===== src/rtl/row_data_distributor_if.sv =====
// -----------------------------------------------------------------------------
// row_data_distributor_if
// Groups the serial-input handshake, the row-FIFO flags/strobes and the packed
// output bus of row_data_distributor.
//
// Handshake: a word on i_data transfers on a rising clock edge where both
// i_valid and o_ready are high. When o_ready is low the source must hold
// i_data/i_valid; nothing is captured.
//
// Signals (ROW = number of array rows):
//   i_data         [8:0]        serial input word
//   i_valid                     i_data valid
//   o_ready                     distributor accepts i_data this cycle
//   i_fifo_full    [ROW-1:0]    per-row FIFO full flags, bit k = row k
//   o_data         [9*ROW-1:0]  packed group, row k at bits [9k+8:9k]
//   o_write_enable [ROW-1:0]    per-row FIFO write strobe
//   o_busy                      group in progress or commit pending
//   dbg_state                   FSM state (0 = FILL, 1 = COMMIT)
// Modports: master = source/FIFO side, slave = distributor.
// -----------------------------------------------------------------------------
interface row_data_distributor_if #(
  parameter int ROW = 9
);
  logic [8:0]       i_data;
  logic             i_valid;
  logic             o_ready;
  logic [ROW-1:0]   i_fifo_full;
  logic [9*ROW-1:0] o_data;
  logic [ROW-1:0]   o_write_enable;
  logic             o_busy;
  logic             dbg_state;

  modport master (
    output i_data, i_valid, i_fifo_full,
    input  o_ready, o_data, o_write_enable, o_busy, dbg_state
  );

  modport slave (
    input  i_data, i_valid, i_fifo_full,
    output o_ready, o_data, o_write_enable, o_busy, dbg_state
  );
endinterface


===== src/rtl/row_data_distributor.sv =====
// -----------------------------------------------------------------------------
// row_data_distributor
// Write-side counterpart of the row-FIFO read controller. Gathers ROW serial
// 9-bit words into a group buffer (word n -> row n), then writes the whole
// group into all ROW row FIFOs in one cycle, only when no FIFO is full.
// Every row FIFO therefore receives exactly one word per group.
//
// Ports:
//   i_clk    single clock, all state on the rising edge
//   i_rst_n  asynchronous active-low reset
//   bus      row_data_distributor_if.slave (data/valid/ready, fifo flags,
//            packed output, write strobes, busy, debug state)
// -----------------------------------------------------------------------------
module row_data_distributor #(
  parameter int ROW = 9
) (
  input  logic                  i_clk,
  input  logic                  i_rst_n,
  row_data_distributor_if.slave bus
);

  localparam int SW = $clog2(ROW);
  localparam logic [SW-1:0] LAST_SLOT = SW'(ROW - 1);

  typedef enum logic {
    ST_FILL   = 1'b0,
    ST_COMMIT = 1'b1
  } state_e;

  state_e                 state_q, state_d;
  logic [SW-1:0]          slot_q, slot_d;
  logic [ROW-1:0][8:0]    buf_q, buf_d;
  logic [9*ROW-1:0]       data_q, data_d;
  logic [ROW-1:0]         we_q, we_d;

  logic ready;
  logic accept;
  logic fifo_clear;
  logic commit_go;

  assign accept     = bus.i_valid && ready;
  assign fifo_clear = (bus.i_fifo_full == '0);

  // ---------------------------------------------------------------------------
  // FSM: state register
  // ---------------------------------------------------------------------------
  always_ff @(posedge i_clk or negedge i_rst_n) begin
    if (!i_rst_n) begin
      state_q <= ST_FILL;
    end else begin
      state_q <= state_d;
    end
  end

  // ---------------------------------------------------------------------------
  // FSM: next state
  // ---------------------------------------------------------------------------
  always_comb begin
    state_d = state_q;
    case (state_q)
      ST_FILL: begin
        if (accept && (slot_q == LAST_SLOT)) begin
          state_d = ST_COMMIT;
        end
      end
      ST_COMMIT: begin
        // Wait indefinitely for every FIFO to have room; never write a subset.
        if (fifo_clear) begin
          state_d = ST_FILL;
        end
      end
      default: state_d = ST_FILL;
    endcase
  end

  // ---------------------------------------------------------------------------
  // FSM: outputs
  // ---------------------------------------------------------------------------
  always_comb begin
    ready     = 1'b0;
    commit_go = 1'b0;
    case (state_q)
      ST_FILL:   ready     = 1'b1;
      ST_COMMIT: commit_go = fifo_clear;
      default: begin
        ready     = 1'b0;
        commit_go = 1'b0;
      end
    endcase
  end

  // ---------------------------------------------------------------------------
  // Datapath next state: slot counter, group buffer, output register, strobe
  // ---------------------------------------------------------------------------
  always_comb begin
    slot_d = slot_q;
    buf_d  = buf_q;
    data_d = data_q;
    we_d   = '0;
    if (accept) begin
      buf_d[slot_q] = bus.i_data;
      slot_d        = (slot_q == LAST_SLOT) ? '0 : slot_q + 1'b1;
    end
    if (commit_go) begin
      data_d = buf_q;
      we_d   = '1;
    end
  end

  always_ff @(posedge i_clk or negedge i_rst_n) begin
    if (!i_rst_n) begin
      slot_q <= '0;
      buf_q  <= '0;
      data_q <= '0;
      we_q   <= '0;
    end else begin
      slot_q <= slot_d;
      buf_q  <= buf_d;
      data_q <= data_d;
      we_q   <= we_d;
    end
  end

  assign bus.o_ready        = ready;
  assign bus.o_data         = data_q;
  assign bus.o_write_enable = we_q;
  assign bus.o_busy         = (state_q != ST_FILL) || (slot_q != '0);
  assign bus.dbg_state      = state_q;

endmodule


===== src/flat_wrapper.sv =====
// flat-port wrapper written by rule: the top's interface ports become plain ports
module row_data_distributor_flat 
#(
  parameter int ROW = 9
)
  (i_clk, i_rst_n, bus_i_data, bus_i_valid, bus_i_fifo_full, bus_o_ready, bus_o_data, bus_o_write_enable, bus_o_busy, bus_dbg_state);
  row_data_distributor_if #(.ROW(ROW)) bus_i ();
  input  logic i_clk;
  input  logic i_rst_n;
  input wire logic [$bits(bus_i.i_data)-1:0] bus_i_data;
  input wire logic [$bits(bus_i.i_valid)-1:0] bus_i_valid;
  input wire logic [$bits(bus_i.i_fifo_full)-1:0] bus_i_fifo_full;
  output wire logic [$bits(bus_i.o_ready)-1:0] bus_o_ready;
  output wire logic [$bits(bus_i.o_data)-1:0] bus_o_data;
  output wire logic [$bits(bus_i.o_write_enable)-1:0] bus_o_write_enable;
  output wire logic [$bits(bus_i.o_busy)-1:0] bus_o_busy;
  output wire logic [$bits(bus_i.dbg_state)-1:0] bus_dbg_state;
  assign bus_i.i_data = bus_i_data;
  assign bus_i.i_valid = bus_i_valid;
  assign bus_i.i_fifo_full = bus_i_fifo_full;
  assign bus_o_ready = bus_i.o_ready;
  assign bus_o_data = bus_i.o_data;
  assign bus_o_write_enable = bus_i.o_write_enable;
  assign bus_o_busy = bus_i.o_busy;
  assign bus_dbg_state = bus_i.dbg_state;
  row_data_distributor #(.ROW(ROW)) u_core (.i_clk(i_clk), .i_rst_n(i_rst_n), .bus(bus_i));
endmodule

===== config.mk =====
export PLATFORM = sky130hd
export DESIGN_NAME = row_data_distributor_flat
export DESIGN_NICKNAME = d
export VERILOG_FILES = /design/src/rtl/row_data_distributor_if.sv /design/src/rtl/row_data_distributor.sv /design/src/flat_wrapper.sv
export SDC_FILE = /design/constraint.sdc
export NUM_CORES = 1
export LEC_CHECK = 0
export ABC_AREA = 1
export CAP_MARGIN = 20
export CORE_AREA = 2 2 113 115
export CTS_CLUSTER_DIAMETER = 60
export CTS_CLUSTER_SIZE = 40
export DETAILED_ROUTE_END_ITERATION = 16
export DIE_AREA = 0 0 115 117
export PLACE_DENSITY = 0.88
export SLEW_MARGIN = 40
export SYNTH_ARGS = -nofsm -noshare
export SYNTH_HDL_FRONTEND = slang
export SYNTH_SLANG_ARGS = --single-unit

===== constraint.sdc =====
create_clock -name i_clk -period 3.53 [get_ports i_clk]
set_input_delay 0.8825 -clock i_clk [delete_from_list [all_inputs] [get_ports i_clk]]
set_output_delay 0.8825 -clock i_clk [all_outputs]
set_load 0.05 [all_outputs]

# Yosys cells after proc, flatten, opt, wreduce, memory -nomap -nowiden
# Index checks and enable logic that the tools add are counted.
dict set report totals {
  word_cells 34
  out_inout_bits 93
  regBits 176
  input_bits 21
}
dict set report classes {
  add_sub_neg 1
  order_cmp 2
  mux 10
  reduce_logical 6
  n_eq_ne 1
  bitwise 1
}
# operator n
set ops {}
lappend ops {{$bwmux W81} 1}
lappend ops {{$demux W9 S4} 1}
lappend ops {{$mux W9} 2}
lappend ops {{$logic_not A9 Y1} 1}
lappend ops {{$lt A4 B5 Y1 const B} 1}
lappend ops {{$add A4 B1 Y4 const B} 1}
lappend ops {{$eq A4 B4 Y1 const B} 1}
lappend ops {{$ge A4 B1 Y1 const B} 1}
lappend ops {{$mux W1} 4}
lappend ops {{$mux W4} 1}
lappend ops {{$reduce_bool A4 Y1} 1}
lappend ops {{$logic_and A1 B1 Y1} 3}
lappend ops {{$pmux W1 S2} 1}
lappend ops {{$logic_or A1 B1 Y1} 1}
lappend ops {{$not A1 Y1} 1}

# Logic depth before layout (Yosys ltp)
# Gate-level depths: netlist (run 1).
dict set report logic_depth {
  depth_word 5
  ltp_mapped 8
  mapped_depth_nobuf 7
}

# Least setup slack after synthesis (run 1)
# No wires, ideal clock.
dict set report synth_timing {
  kind {register -> output}
  start {reg u_core.state_q (netlist: u_core.bus.dbg_state)}
  end {out bus_o_busy}
  arrival_ps 1359
  path_stages_with_launch 3
  t_required_ps 2648
  setup_slack_ps 1288
  n_path_buf 0
  cell_sequence {dfrtp_1 -> inv_2 -> nand3_1}
}
dict set report synth_via {
  elab_chain_cells 1
}
# item line_no
set synth_rtl {}
lappend synth_rtl {{start: declaration} row_data_distributor.sv:30} ;# state_e state_q, state_d;
lappend synth_rtl {{start signal: assignment} row_data_distributor.sv:51} ;# state_q <= state_d;
lappend synth_rtl {{$logic_or A1 B1 Y1} row_data_distributor.sv:127} ;# assign bus.o_busy = (state_q != ST_FILL) || (slot_q != '0);
lappend synth_rtl {{end: declaration} flat_wrapper.sv:16} ;# output wire logic [$bits(bus_i.o_busy)-1:0] bus_o_busy;
# Every way passes these cells.

# Worst setup path after layout (run 1)
dict set report layout_timing {
  start {reg u_core.slot_q[0]}
  end {out bus_o_busy}
}
dict set report layout_via {
  elab_chain_cells 2
}
# item line_no
set layout_rtl {}
lappend layout_rtl {{start: declaration} row_data_distributor.sv:31} ;# logic [SW-1:0] slot_q, slot_d;
lappend layout_rtl {{start signal: assignment} row_data_distributor.sv:117} ;# slot_q <= slot_d;
lappend layout_rtl {{$reduce_bool A4 Y1} row_data_distributor.sv:127}
lappend layout_rtl {{$logic_or A1 B1 Y1} row_data_distributor.sv:127}
# Every way passes these cells.

==> summary.txt, run 1 <==
Yosys
  • Synthesis Warnings: 0
  • Mapped cell area: between 0.006 and 0.007 mm²
  • Syn Nets: 750
  • Post-synthesis sequential area ratio: 0.612
  • Synth Register Bits: around 170
  • Syn avg cell area: 9.47 µm²
  • Synth Instances: between 700 and 800
  • Netlist cell types: 23

Cells and area
  • Share of layout cells above drive strength 1: 0.0788
  • Ant diodes: 0
  • Fill count: around 860
  • Layout Nets: between 800 and 900
  • Area grow syn2layout: 25.3%

Route
  • Post-route ant nets: 0
  • 1st-iter DRT viols: roughly 670
  • DR vias: a little under 6,000
  • DRT Wirelength: 17.2 mm
  • WL/cell: 17.6 µm
  • DRC Markers: 0
  • DR pass1 iterations: 5
  • Vias per inst: slightly below 6

Critical path
  • Crit. Startpoint: u_core.slot_q[0]
  • Setup crit start kind: flop
  • Arrival @ worst endpoint: 2160 ps
  • R2R Path Start: u_core.bus.dbg_state
  • Slowest CP cell: clkdlybuf4s50_1
  • Cell Chain, Critical Path: inv_1, ha_1, nand3_1, clkdlybuf4s50_1
  • Req. time, crit path: roughly 2700 ps
  • Critical path endpoint category: output pin
  • Worst Setup Path Type: reg -> out
  • Crit-path max cell delay: roughly 820 ps
  • Worst-path maximum fanout: 5

Placed design
  • IO buf count: 113
  • GP Congestion: roughly 0.81
  • Final HPWL DP: 10.3 mm

STA
  • Final Hold Viols: 0
  • Setup TNS: 0 ps
  • Tcrit/Tclk final: 0.862
  • Tightest Pin Transition: 710 ps
  • Headroom to the max-slew limit: 0.527
  • Final setup fails: 0
  • Pins Over Slew Limit: 0
  • Max Clock Skew: around 6.8 ps
  • Achievable Freq: between 300 and 400 MHz
  • RSZ-0062 raised after global routing: no
  • Tmin final: just over 3000 ps

Global routing
  • First-pass GRT wire length: 27.6 mm
  • M2 GR Usage: 0.415
  • Global-route usage over all layers: 0.266
  • Vias in the first global route: 5,503
  • Pin count of the biggest net entering global routing: 83
  • Antenna violations before repair: 0
  • GR Util met3: 0.0747
  • Remaining global-route overflow: 0
  • Gr busiest metal: met2
  • GR Util met1: 0.352

Hold path
  • Worst hold path type: reg -> reg
  • Hold_sp: u_core.bus.o_data[49]

Clocking
  • Hold_buf cts: 0
  • Clock Latency Late Sink: between 400 and 500 ps
  • CTS sink cnt: around 170
  • CTS buffer count: 17
  • Clock transition at the registers of the reported paths: approximately 60 ps
  • Post-cts sizing count: 0
  • Root buf cell: clkbuf_16
  • Maximum clock path buffer count: 2
  • H-tree Lvls: 4
  • CTS tree: done
  • Setup Buffers After CTS: 0

Die
  • Starting density of the core: 0.558
  • Number of cell rows: 41
  • Core ar.: 0.0123 mm²
  • Die Y: about 120 µm
  • Num ports: approximately 110
  • Chip width: 115 µm
  • Die ar.: about 0.013 mm²

Pwr
  • Pwr/cell area: approximately 690 mW/mm²
  • Maximum vdd drop: approximately 0.00046 V
  • P_leak: 4.32 nW
  • Pwr Total: 5.92 mW

Run status
  • Outcome: finished clean

Flow run
  • Max Cap Viol: 0
stage by stage:
stage	std cells	utilization	worst slack [ps]	instance area, µm²	hold slack, ps
floorplan	725	-	1290	6870	448
global placement	943	0.652	1010	8020	454
detailed placement	943	0.652	985	8020	458
CTS	975	0.699	505	8610	472
global route	975	0.699	414	8610	495
finish	975	0.699	488	8610	468
power by group:
| part | switching, mW | leakage [nW] | internal [mW] | total [mW] |
|---|---|---|---|---|
| Sequential | 0.304 | 2.23 | 2.40 | 2.70 |
| Clock | 0.756 | 0.279 | 1.11 | 1.86 |
| Combinational | 0.964 | 1.81 | 0.398 | 1.36 |
metal layers:
layer,vias to the layer above,part of all wire,routed length [µm]
li1,2587,-,-
met1,2820,0.40,6950
met2,293,0.47,8160
met3,68,0.083,1430
met4,0,0.038,660
met5,-,0,0
layout by cell type (no fill, tap or decap), types with 2 or more instances in the layout:
master	instances
buf_12	3
buf_4	7
bufinv_16	3
clkbuf_1	2
clkbuf_16	17
clkdlybuf4s50_1	112
clkinv_2	5
clkinvlp_4	4
dfrtp_1	167
ha_1	4
inv_1	11
inv_2	5
nand2_1	288
nand2_2	4
nand3_1	4
nand3_2	4
nand4_1	81
nor2_1	5
nor2_4	2
nor2_8	4
o21ai_1	83
sequential cells by signal, indices dropped and copies added (netlist names):
| register | flops |
|---|---|
| u_core.bus.o_data | 81 |
| u_core.bus.o_write_enable | 1 |
| u_core.slot_q | 4 |
| u_core.bus.dbg_state | 1 |
| u_core.buf_q | 81 |
cells in the mapped netlist:
library cell    n  area share
nor3_1          2      0.0015
inv_1          11      0.0060
buf_6           2      0.0033
dfrtp_1       168        0.61
nor2_4          1      0.0016
o21ai_1        83       0.060
nand3_1         4      0.0029
or2_4           1      0.0013
ha_1            4      0.0073
nand3_2         4      0.0058
inv_2           5      0.0027
a21oi_1         1     0.00073
nand2_1       288        0.16
buf_2          27       0.020
nand3_4         1      0.0026
clkbuf_1       16      0.0087
nor2_8          4       0.012
nor2_1          6      0.0033
buf_4          10       0.011
nand2_2         4      0.0036
nand2_4         1      0.0016
or2_1           1     0.00091
nand4_1        81       0.074
area by class of cell:
| type | instances | area, µm² | share of cell area |
|---|---|---|---|
| clock buffer | 19 | 433 | 0.0503 |
| clock inverter | 13 | 154 | 0.0179 |
| inverter | 16 | 60.1 | 0.00698 |
| multi-input combinational | 486 | 2320 | 0.270 |
| sequential | 168 | 4210 | 0.489 |
| tap | 150 | 188 | 0.0218 |
| timing repair buffer | 123 | 1240 | 0.145 |
critical path: cells and delay by family, from the launching register on:
family / cells / cell delay (ps)
adder cells (fa/ha/maj): 1 / 290
buffers and inverters: 2 / 930
flip-flops: 1 / 380
AND/OR/NAND/NOR: 1 / 140
cell families after synthesis:
group                      synth area share
AOI/OAI and AO/OA                    0.0612
adders and majority gates           0.00729
buffers and inverters                0.0514
DFF                                   0.612
and+or+nand+nor                       0.268
worst paths after layout:
path / endpoint / cells past startpoint / slack, ps
setup reg to reg: u_core.buf_q[23] / 6 / 1870
min in group asynchronous: u_core.bus.o_data[54] / 1 / 490
hold reg to reg: u_core.bus.o_data[49] / 2 / 470
hold / removal: u_core.bus.o_data[49] / 2 / 470
max in group asynchronous: u_core.buf_q[31] / 2 / 2350
setup / recovery: bus_o_busy / 4 / 490
Power figures use the tool's default switching activity.
==> run 2: changes to the inputs <==
==> constraint.sdc (replaced) <==
create_clock -name i_clk -period 3.8 [get_ports i_clk]
set_input_delay 0.95 -clock i_clk [delete_from_list [all_inputs] [get_ports i_clk]]
set_output_delay 0.95 -clock i_clk [all_outputs]
set_load 0.05 [all_outputs]
==> summary.txt, run 2 (synthesized netlist as in run 1, its figures left out) <==
Run status
  • Outcome: finished clean

Global routing
  • Remaining global-route overflow: 0
  • Pin count of the biggest net entering global routing: 87
  • Antenna violations before repair: 0
  • First-pass GRT wire length: 27.0 mm
  • Vias in the first global route: between 5,000 and 6,000
  • Global-route usage over all layers: 0.260

Hold path
  • Worst hold path type: reg -> reg

Clocking
  • Clock Latency Late Sink: roughly 430 ps
  • Maximum clock path buffer count: 2
  • CTS buffer count: 17
  • CTS sink cnt: ~170
  • Root buf cell: clkbuf_16
  • Setup Buffers After CTS: 0
  • H-tree Lvls: 4
  • Clock transition at the registers of the reported paths: around 60 ps
  • Post-cts sizing count: 0
  • CTS tree: done
  • Hold_buf cts: 0

Placed design
  • GP Congestion: 0.796
  • Final HPWL DP: 10.2 mm
  • Worst slack at placement: roughly 1100 ps
  • Placed cell areas: 0.00799 mm²
  • IO buf count: 113
  • Dpl cells: between 900 and 1,000

Die
  • Num ports: between 100 and 150
  • Number of cell rows: 41
  • Starting density of the core: 0.558
  • Chip width: between 100 and 150 µm
  • Die ar.: around 0.013 mm²
  • Core ar.: 0.0123 mm²
  • Die Y: about 120 µm

Critical path
  • Worst-path maximum fanout: 5
  • Critical path endpoint category: output pin
  • Setup crit start kind: flop
  • Req. time, crit path: roughly 2900 ps
  • Worst Setup Path Type: reg -> out
  • Arrival @ worst endpoint: 2130 ps

STA
  • WHS: between 400 and 500 ps
  • RSZ-0062 raised after global routing: no
  • Final setup fails: 0
  • Max Clock Skew: 10.0 ps
  • Tcrit/Tclk final: 0.811
  • Tmin final: roughly 3100 ps
  • Pins Over Slew Limit: 0
  • Headroom to the max-slew limit: 0.551
  • Final Hold Viols: 0
  • Setup TNS: 0 ps
  • Tightest Pin Transition: roughly 670 ps
  • PnR worst setup slack: about 720 ps
  • Achievable Freq: between 300 and 400 MHz

Route
  • 1st-iter DRT viols: ~530
  • DR pass1 iterations: 5
  • Vias per inst: approximately 5.7
  • DR vias: ~5,600
  • WL/cell: between 15 and 20 µm
  • DRT Wirelength: ~17 mm
  • Post-route ant nets: 0
  • DRC Markers: 0

Cells and area
  • Share of layout cells above drive strength 1: 0.0778
  • Area grow syn2layout: 25.4%
  • Most common cell after layout, fill and taps aside: nand2_1
  • Final Core Density: 0.700
  • Post-Layout Inst Area: approximately 0.0086 mm²
  • Commonest non-fill, non-tap cells in the layout: nand2_1 (288), dfrtp_1 (167), clkdlybuf4s50_1 (112), o21ai_1 (83), nand4_1 (81)
  • Ant diodes: 0
  • Layout Nets: approximately 840
  • Finished Layout Cells: 973

Pwr
  • Pwr/cell area: 641 mW/mm²
  • P_leak: 4.33 nW
  • Pwr Total: between 5 and 6 mW
  • Maximum vdd drop: roughly 0.00044 V

Flow run
  • Max Cap Viol: 0
## run 2: cell count changes in the layout (fill, tap and decap cells not counted)
cell and change:
buf_12 -1, clkbuf_1 -1, buf_4 -2, clkinv_2 -2, clkbuf_8 +4
## run 2: report_power, final
group	switching, mW	leakage [nW]	internal [mW]
Clock	0.692	0.291	1.08
Combinational	0.879	1.80	0.368
Sequential	0.270	2.23	2.23
Total	1.84	4.33	3.68
## run 2: area by class of cell
class	instances	area [µm²]
Inverter	16	60.1
Sequential cell	168	4210
Multi-Input combinational cell	486	2320
Timing Repair Buffer	121	1220
Fill cell	860	3700
Clock buffer	21	470
Tap cell	150	188
Clock inverter	11	144
## run 2: layer usage
| metal | vias to the layer above | routed length (µm) | share of wire | track usage |
|---|---|---|---|---|
| met5 | - | 0 | 0 | 0 |
| met4 | 0 | 552 | 0.033 | 0.120 |
| met3 | 50 | 1110 | 0.066 | 0.0525 |
| met2 | 263 | 7910 | 0.47 | 0.400 |
| met1 | 2677 | 7180 | 0.43 | 0.362 |
| li1 | 2580 | - | - | - |
## run 2: path summary, 6_finish.rpt
kind	startpoint	end	slack [ps]	cells after the start
worst max-delay path	u_core.slot_q[0]	bus_o_busy	720	4
worst min-delay path	u_core.bus.o_data[13]	u_core.bus.o_data[13]	470	2
worst max register to register	u_core.bus.dbg_state	u_core.bus.o_data[62]	2100	5
worst min register to register	u_core.bus.o_data[13]	u_core.bus.o_data[13]	470	2
max in group asynchronous	i_rst_n	u_core.buf_q[28]	2430	2
min in group asynchronous	i_rst_n	u_core.bus.o_data[59]	550	1
## run 2: worst max-delay path: stages, from the launching register on
cell	delay (ps)
dfrtp_1	380
inv_1	100
ha_1	280
nand3_1	130
clkdlybuf4s50_1	810
==> run 3: changes to the inputs <==
--- a/config.mk
+++ b/config.mk
@@ -7,12 +7,12 @@
 export LEC_CHECK = 0
 export ABC_AREA = 1
 export CAP_MARGIN = 20
-export CORE_AREA = 2 2 113 115
+export CORE_AREA = 2 2 123 125
 export CTS_CLUSTER_DIAMETER = 60
 export CTS_CLUSTER_SIZE = 40
 export DETAILED_ROUTE_END_ITERATION = 16
-export DIE_AREA = 0 0 115 117
-export PLACE_DENSITY = 0.88
+export DIE_AREA = 0 0 125 127
+export PLACE_DENSITY = 0.79
 export SLEW_MARGIN = 40
 export SYNTH_ARGS = -nofsm -noshare
 export SYNTH_HDL_FRONTEND = slang
==> constraint.sdc (replaced) <==
create_clock -name i_clk -period 2.62 [get_ports i_clk]
set_input_delay 0.655 -clock i_clk [delete_from_list [all_inputs] [get_ports i_clk]]
set_output_delay 0.655 -clock i_clk [all_outputs]
set_load 0.05 [all_outputs]
==> summary.txt, run 3 (synthesized netlist as in run 1, its figures left out) <==
Run status
  • Outcome: finished clean

STA
  • Tmin final: 2390 ps
  • Setup TNS: 0 ps
  • RSZ-0062 raised after global routing: no
  • Pins Over Slew Limit: 0
  • WHS: between 200 and 250 ps
  • Headroom to the max-slew limit: 0.561
  • Final setup fails: 0
  • Achievable Freq: roughly 420 MHz
  • Max Clock Skew: approximately 7.5 ps
  • Tightest Pin Transition: 659 ps
  • Tcrit/Tclk final: 0.911
  • Final Hold Viols: 0

Pwr
  • Switching Fraction: 0.339
  • Pwr/cell area: 904 mW/mm²
  • Logic pwr share: 0.227
  • P_leak: around 4.4 nW
  • P_sw: approximately 2.7 mW
  • Part of the power in registers: 0.470
  • Maximum vdd drop: 0.000531 V
  • Internal: just over 5 mW
  • Power share of the clock group: 0.303

Clocking
  • CTS tree: done
  • Hold_buf cts: 0
  • H-tree Lvls: 4
  • Setup Buffers After CTS: 0
  • Clock Latency Late Sink: approximately 430 ps
  • CTS buffer count: 17
  • Post-cts sizing count: 0
  • Maximum clock path buffer count: 2
  • Clock transition at the registers of the reported paths: approximately 60 ps
  • CTS sink cnt: between 150 and 200
  • Root buf cell: clkbuf_16

Cells and area
  • Share of layout cells above drive strength 1: 0.0835
  • Ant diodes: 0
  • Final Core Density: 0.601
  • Most common cell after layout, fill and taps aside: nand2_1
  • Area grow syn2layout: 26.3%
  • Finished Layout Cells: around 1,000
  • Register Area: ~0.0042 mm²
  • Post-Layout Inst Area: approximately 0.0087 mm²
  • Commonest non-fill, non-tap cells in the layout: nand2_1 (288), dfrtp_1 (167), clkdlybuf4s50_1 (109), o21ai_1 (83), nand4_1 (81)
  • Layout Nets: about 840
  • Fill count: 1,202
  • Area of the multi-input gates: around 0.0023 mm²

Route
  • 1st-iter DRT viols: roughly 500
  • DR pass1 iterations: 7
  • DRC Markers: 0
  • DRT Wirelength: around 17 mm
  • Post-Route M1 WL: between 7 and 8 mm
  • Met3 WL: ~1.0 mm
  • Max Used Layer: met4
  • Met2 wire len: approximately 8 mm
  • WL/cell: roughly 17 µm
  • Post-route ant nets: 0
  • Vias per inst: between 5 and 6
  • DR vias: between 5,000 and 6,000

Global routing
  • First-pass GRT wire length: 28.2 mm
  • Pin count of the biggest net entering global routing: 83
  • Antenna violations before repair: 0
  • Remaining global-route overflow: 0
  • Vias in the first global route: 5,418
  • Global-route usage over all layers: 0.222

Die
  • Die Y: 127 µm
  • Num ports: 114
  • Starting density of the core: 0.476
  • Core ar.: around 0.014 mm²
  • Number of cell rows: 44
  • Chip width: around 130 µm
  • Die ar.: ~0.016 mm²

Critical path
  • Critical path endpoint category: output pin
  • Crit-path max cell delay: 850 ps
  • Worst Setup Path Type: reg -> out
  • CP bufs+invs: 1
  • Slowest CP cell: clkdlybuf4s50_1
  • Setup crit start kind: flop
  • Req. time, crit path: a little under 2000 ps
  • CP delay by family, top: buffers and inverters
  • Cell Chain, Critical Path: clkdlybuf4s50_1
  • Worst-path maximum fanout: 9
  • Arrival @ worst endpoint: between 1500 and 2000 ps

Placed design
  • IO buf count: about 110
  • Dpl cells: 978
  • Final HPWL DP: between 10 and 15 mm
  • Placed cell areas: 0.00811 mm²
  • GP Congestion: about 0.8

Hold path
  • Worst hold path type: in -> async

Flow run
  • Max Cap Viol: 0
==> run 3: cell types whose count changed in the layout (fill, tap and decap cells not counted), sizes merged <==
cell	previous run	this run
clkdlybuf4s50	112	109
buf	8	15
clkinvlp	4	1
inv	17	16
clkinv	3	7
clkbuf	22	23
bufinv	3	1
==> run 3: per-stage QoR <==
stage               power, mW  setup slack [ps]
floorplan                4.87               606
global placement         5.36               501
detailed placement       5.47               411
CTS                      7.85               204
global route             8.27               144
finish                   7.84               234
==> run 3: final timing paths <==
check                                             startpoint               endpoint  slack (ps)  cells after the start
max in group asynchronous                            i_rst_n  u_core.bus.o_data[48]        1710                      2
worst max register to register          u_core.bus.dbg_state        u_core.buf_q[6]         820                      6
min in group i_clk                     u_core.bus.o_data[48]  u_core.bus.o_data[48]         470                      2
worst min register to register         u_core.bus.o_data[48]  u_core.bus.o_data[48]         470                      2
worst max-delay path            u_core.bus.o_write_enable[7]  bus_o_write_enable[3]         230                      1
worst min-delay path                                 i_rst_n  u_core.bus.o_data[60]         220                      1
==> run 3: layout make-up <==
cell class / instances / area share
Clock inverter: 9 / 0.00837
Sequential cell: 168 / 0.485
Tap cell: 184 / 0.0265
Timing Repair Buffer: 124 / 0.149
Clock buffer: 23 / 0.0563
Multi-Input combinational cell: 486 / 0.268
Inverter: 16 / 0.00692
==> run 3: power by group through the flow <==
stage          Clock (mW)  Sequential (mW)  Combinational (mW)
2_1_floorplan           0             3.70                1.17
3_3_place_gp            0             3.68                1.68
3_5_place_dp            0             3.70                1.77
4_1_cts              2.39             3.67                1.79
5_1_grt              2.52             3.76                1.99
6_report             2.37             3.69                1.78
==> run 3: metal layers <==
layer  vias up  GRT usage
met1      2671      0.301
met4         0     0.0810
met5         -          0
li1       2588          -
met2       176      0.350
met3        31     0.0561
==> patch 1: new RTL, flow settings as in run 3 <==
`ROW` is set to 9 in 3 places; all go to 11. Comments in the files are not updated.
--- a/src/rtl/row_data_distributor_if.sv
+++ b/src/rtl/row_data_distributor_if.sv
@@ -19,7 +19,7 @@
 // Modports: master = source/FIFO side, slave = distributor.
 // -----------------------------------------------------------------------------
 interface row_data_distributor_if #(
-  parameter int ROW = 9
+  parameter int ROW = 11
 );
   logic [8:0]       i_data;
   logic             i_valid;
--- a/src/rtl/row_data_distributor.sv
+++ b/src/rtl/row_data_distributor.sv
@@ -12,7 +12,7 @@
 //            packed output, write strobes, busy, debug state)
 // -----------------------------------------------------------------------------
 module row_data_distributor #(
-  parameter int ROW = 9
+  parameter int ROW = 11
 ) (
   input  logic                  i_clk,
   input  logic                  i_rst_n,
--- a/src/flat_wrapper.sv
+++ b/src/flat_wrapper.sv
@@ -1,7 +1,7 @@
 // flat-port wrapper written by rule: the top's interface ports become plain ports
 module row_data_distributor_flat 
 #(
-  parameter int ROW = 9
+  parameter int ROW = 11
 )
   (i_clk, i_rst_n, bus_i_data, bus_i_valid, bus_i_fifo_full, bus_o_ready, bus_o_data, bus_o_write_enable, bus_o_busy, bus_dbg_state);
   row_data_distributor_if #(.ROW(ROW)) bus_i ();
Interface: changed (resized bus_i_fifo_full, bus_o_data and bus_o_write_enable); port bits go from 114 to 136. No check against the original RTL was run, so the function may have changed too.
==> patch 1 against run 3 <==
  * Final area rose by 14%
  * Combinational power fell by 12%
  * Power rose by 2.6%
  * Sequential power rose by 18%
  * Core utilization rose by 8.5 points
  * Count of clock-buffer cells in the layout fell by 10
  * Sequential cell count rose by 36
  * First-iteration DRC count rose by 18%
  * Non-clock buffer count rose by 22
  * Setup slack got worse by 0.085 ns
  * Register-to-register slack improved by 0.07 ns
  * Synthesized area rose by 17%
  * Critical path depth did not move
  * Wire length rose by 12%
==> patch 1: results (changes against run 3) <==
status=finished, final reports clean (unchanged); first-pass GRT wire length=31450 um (was 28230 um); met2 WL=8958 um (was 8003 um); unique cell type count in the Yosys netlist=21 (was 23); Layout Nets=952 (was 838); non-clk buf share=15.24% (was 14.93%); CTS Sinks=204 (was 168); DP Area=9475 um2 (was 8114 um2); Initial DRC Count=590 (was 499); DP HPWL=11420 um (was 10730 um); Post-Syn Area per Cell=9.550 um2 (was 9.473 um2); Synth top cells by count=nand2_1 (310), dfrtp_1 (204), nand4_1 (101) (was nand2_1 (288), dfrtp_1 (168), o21ai_1 (83)); area occupied by multi-input gates=2549 um2 (was 2323 um2); Seq area share=51.61% (was 48.48%); comb_multi_in=543 (was 486); worst skew pair latency=0.48 ns (was 0.43 ns); crit-path max FO=11 (was 9); DRT Pass-1 Iters=5 (was 7); Lkg Pwr=4.877 nW (was 4.354 nW); Met3 Routed Length=1265 um (was 1003 um); power per cell area=812.5 nW/um2 (was 904.0 nW/um2); Clock Path Buffers=3 (was 2); pre-CTS setup slack=0.4232 ns (was 0.4112 ns); Routed Wire Length=18920 um (was 16920 um); sequential fraction of the synthesis area=63.48% (was 61.21%)
==> patch 1: cells by family (layout without fill, tap and decap cells) <==
group | after synthesis | after routing | share of synthesized area, %
simple gates | 439 | 439 | 24.83
compound gates | 103 | 103 | 6.410
xor+xnor | 1 | 1 | 0.1089
buf+inv | 95 | 189 | 5.165
flops | 204 | 204 | 63.48
==> patch 1: worst paths after layout <==
path,from,end,slack (ns),depth (start not counted)
setup / recovery,u_core.bus.o_write_enable[9],bus_o_write_enable[4],0.15,1
hold / removal,i_rst_n,u_core.bus.o_data[44],0.16,1
setup reg to reg,u_core.bus.dbg_state,u_core.buf_q[73],0.89,6
hold reg to reg,u_core.bus.o_data[51],u_core.bus.o_data[51],0.48,2
max in group asynchronous,i_rst_n,u_core.buf_q[61],1.71,2
min in group i_clk,u_core.bus.o_data[51],u_core.bus.o_data[51],0.48,2
==> patch 2: new RTL, config.mk and constraints of run 3 <==
Made on the original files. `buf_q` no longer has a reset.
--- a/src/rtl/row_data_distributor.sv
+++ b/src/rtl/row_data_distributor.sv
@@ -110,15 +110,17 @@
   always_ff @(posedge i_clk or negedge i_rst_n) begin
     if (!i_rst_n) begin
       slot_q <= '0;
-      buf_q  <= '0;
       data_q <= '0;
       we_q   <= '0;
     end else begin
       slot_q <= slot_d;
-      buf_q  <= buf_d;
       data_q <= data_d;
       we_q   <= we_d;
     end
+  end
+
+  always_ff @(posedge i_clk) begin
+    buf_q <= buf_d;
   end
 
   assign bus.o_ready        = ready;
Behaviour: same outputs for any inputs over 10 cycles, from zero or initial values and one cycle with i_rst_n low; that may be too few to reach the edited logic, so the function may still have changed.
==> patch 2 against run 3 <==
  * Core utilization fell by 3.9 points
  * Setup slack got worse by 0.0051 ns
  * Power fell by 18%
  * Wire length fell by 18%
  * Count of clock-buffer cells in the layout fell by 1
  * Synthesized area fell by 5.4%
  * Critical path depth did not move
  * Largest power group unchanged
  * Global-route usage fell by 4.4 points
  * Final area fell by 6.5%
  * Sequential cell count did not move
==> patch 2: results (changes against run 3) <==
routed vias=4225 (was 5466); first-pass GRT wire length=21670 um (was 28230 um); routability cong.=0.7789 (was 0.8004); skew final=0.009502 ns (was 0.007542 ns); CTS clk-pin slew, worst paths=0.06 ns (about the same); Layout Nets=638 (was 838); Placed Cells=778 (was 978); Routed Wire Length=13880 um (was 16920 um); Routed wire per std cell=17.13 um (was 16.76 um); DRT Pass-1 Iters=5 (was 7); Layout area overhead=24.83% (was 26.31%); postcts setup bufs=0 (unchanged); Lkg Pwr=3.518 nW (was 4.354 nW); Synth top cells by count=nand2_1 (174), dfrtp_1 (87), edfxtp_1 (81), nand4_1 (81), buf_6 (26) (was nand2_1 (288), dfrtp_1 (168), o21ai_1 (83)); share of cells above drive strength 1=9.425% (was 8.354%); pre-CTS setup slack=0.4158 ns (was 0.4112 ns); FFs w/ async S/R, synth=51.79% (was 100.0%); unique cell type count in the Yosys netlist=22 (was 23); Worst VDD drop=0.0003816 V (was 0.0005306 V); DP HPWL=8776 um (was 10730 um); final-layout fill cell count=1192 (was 1202); Slew @ Worst Pin=0.6469 ns (was 0.6589 ns); synth top area cells=edfxtp_1 (37%), dfrtp_1 (34%), nand2_1 (10%) (was dfrtp_1 (61%), nand2_1 (16%), nand4_1 (7.4%)); Initial DRC Count=408 (was 499); EDFF count, synth=81 (was 0); status=finished, final reports clean (unchanged)
==> patch 2: cell count changes after synthesis, moves of 24 or more <==
cell and change:
dfrtp_1 -81, buf_2 -27, edfxtp_1 +81, o21ai_1 -81
nand2_1 -114, buf_6 +24
==> patch 2: cell type report <==
type / count / area share [%]
Clock buffer: 22 / 5.849
Clock inverter: 10 / 0.9568
Inverter: 10 / 0.4630
Multi-Input combinational cell: 287 / 16.94
Sequential cell: 168 / 56.87
Tap cell: 184 / 2.840
Timing Repair Buffer: 129 / 16.08
==> patch 2: routing by layer <==
layer	track usage, %	routed length [um]	up-vias
li1	-	-	1965
met1	22.01	5565	2071
met2	29.64	7064	163
met3	5.025	956	26
met4	7.843	291	0
met5	0	0	-
==> patch 2: logic make-up after synthesis <==
group / share of synthesized area [%]
fa+ha+maj: 0.7706
compound gates: 0.2311
buf+inv: 7.976
simple gates: 20.05
flops: 70.97
==> patch 2: where the power goes <==
| part | total, mW | internal (mW) | switching [mW] |
|---|---|---|---|
| logic | 1.00 | 0.285 | 0.719 |
| registers | 3.08 | 2.97 | 0.114 |
| clock network | 2.31 | 1.37 | 0.943 |
==> patch 2: path summary, 6_finish.rpt <==
check | slack (ns) | endpoint
worst max-delay path | 0.23 | bus_o_write_enable[6]
worst max register to register | 0.85 | u_core.bus.o_data[5]
worst min register to register | 0.47 | u_core.bus.o_data[26]
min in group i_clk | 0.47 | u_core.bus.o_data[26]
worst min-delay path | 0.23 | u_core.bus.o_data[8]
max in group asynchronous | 1.72 | u_core.bus.o_data[14]
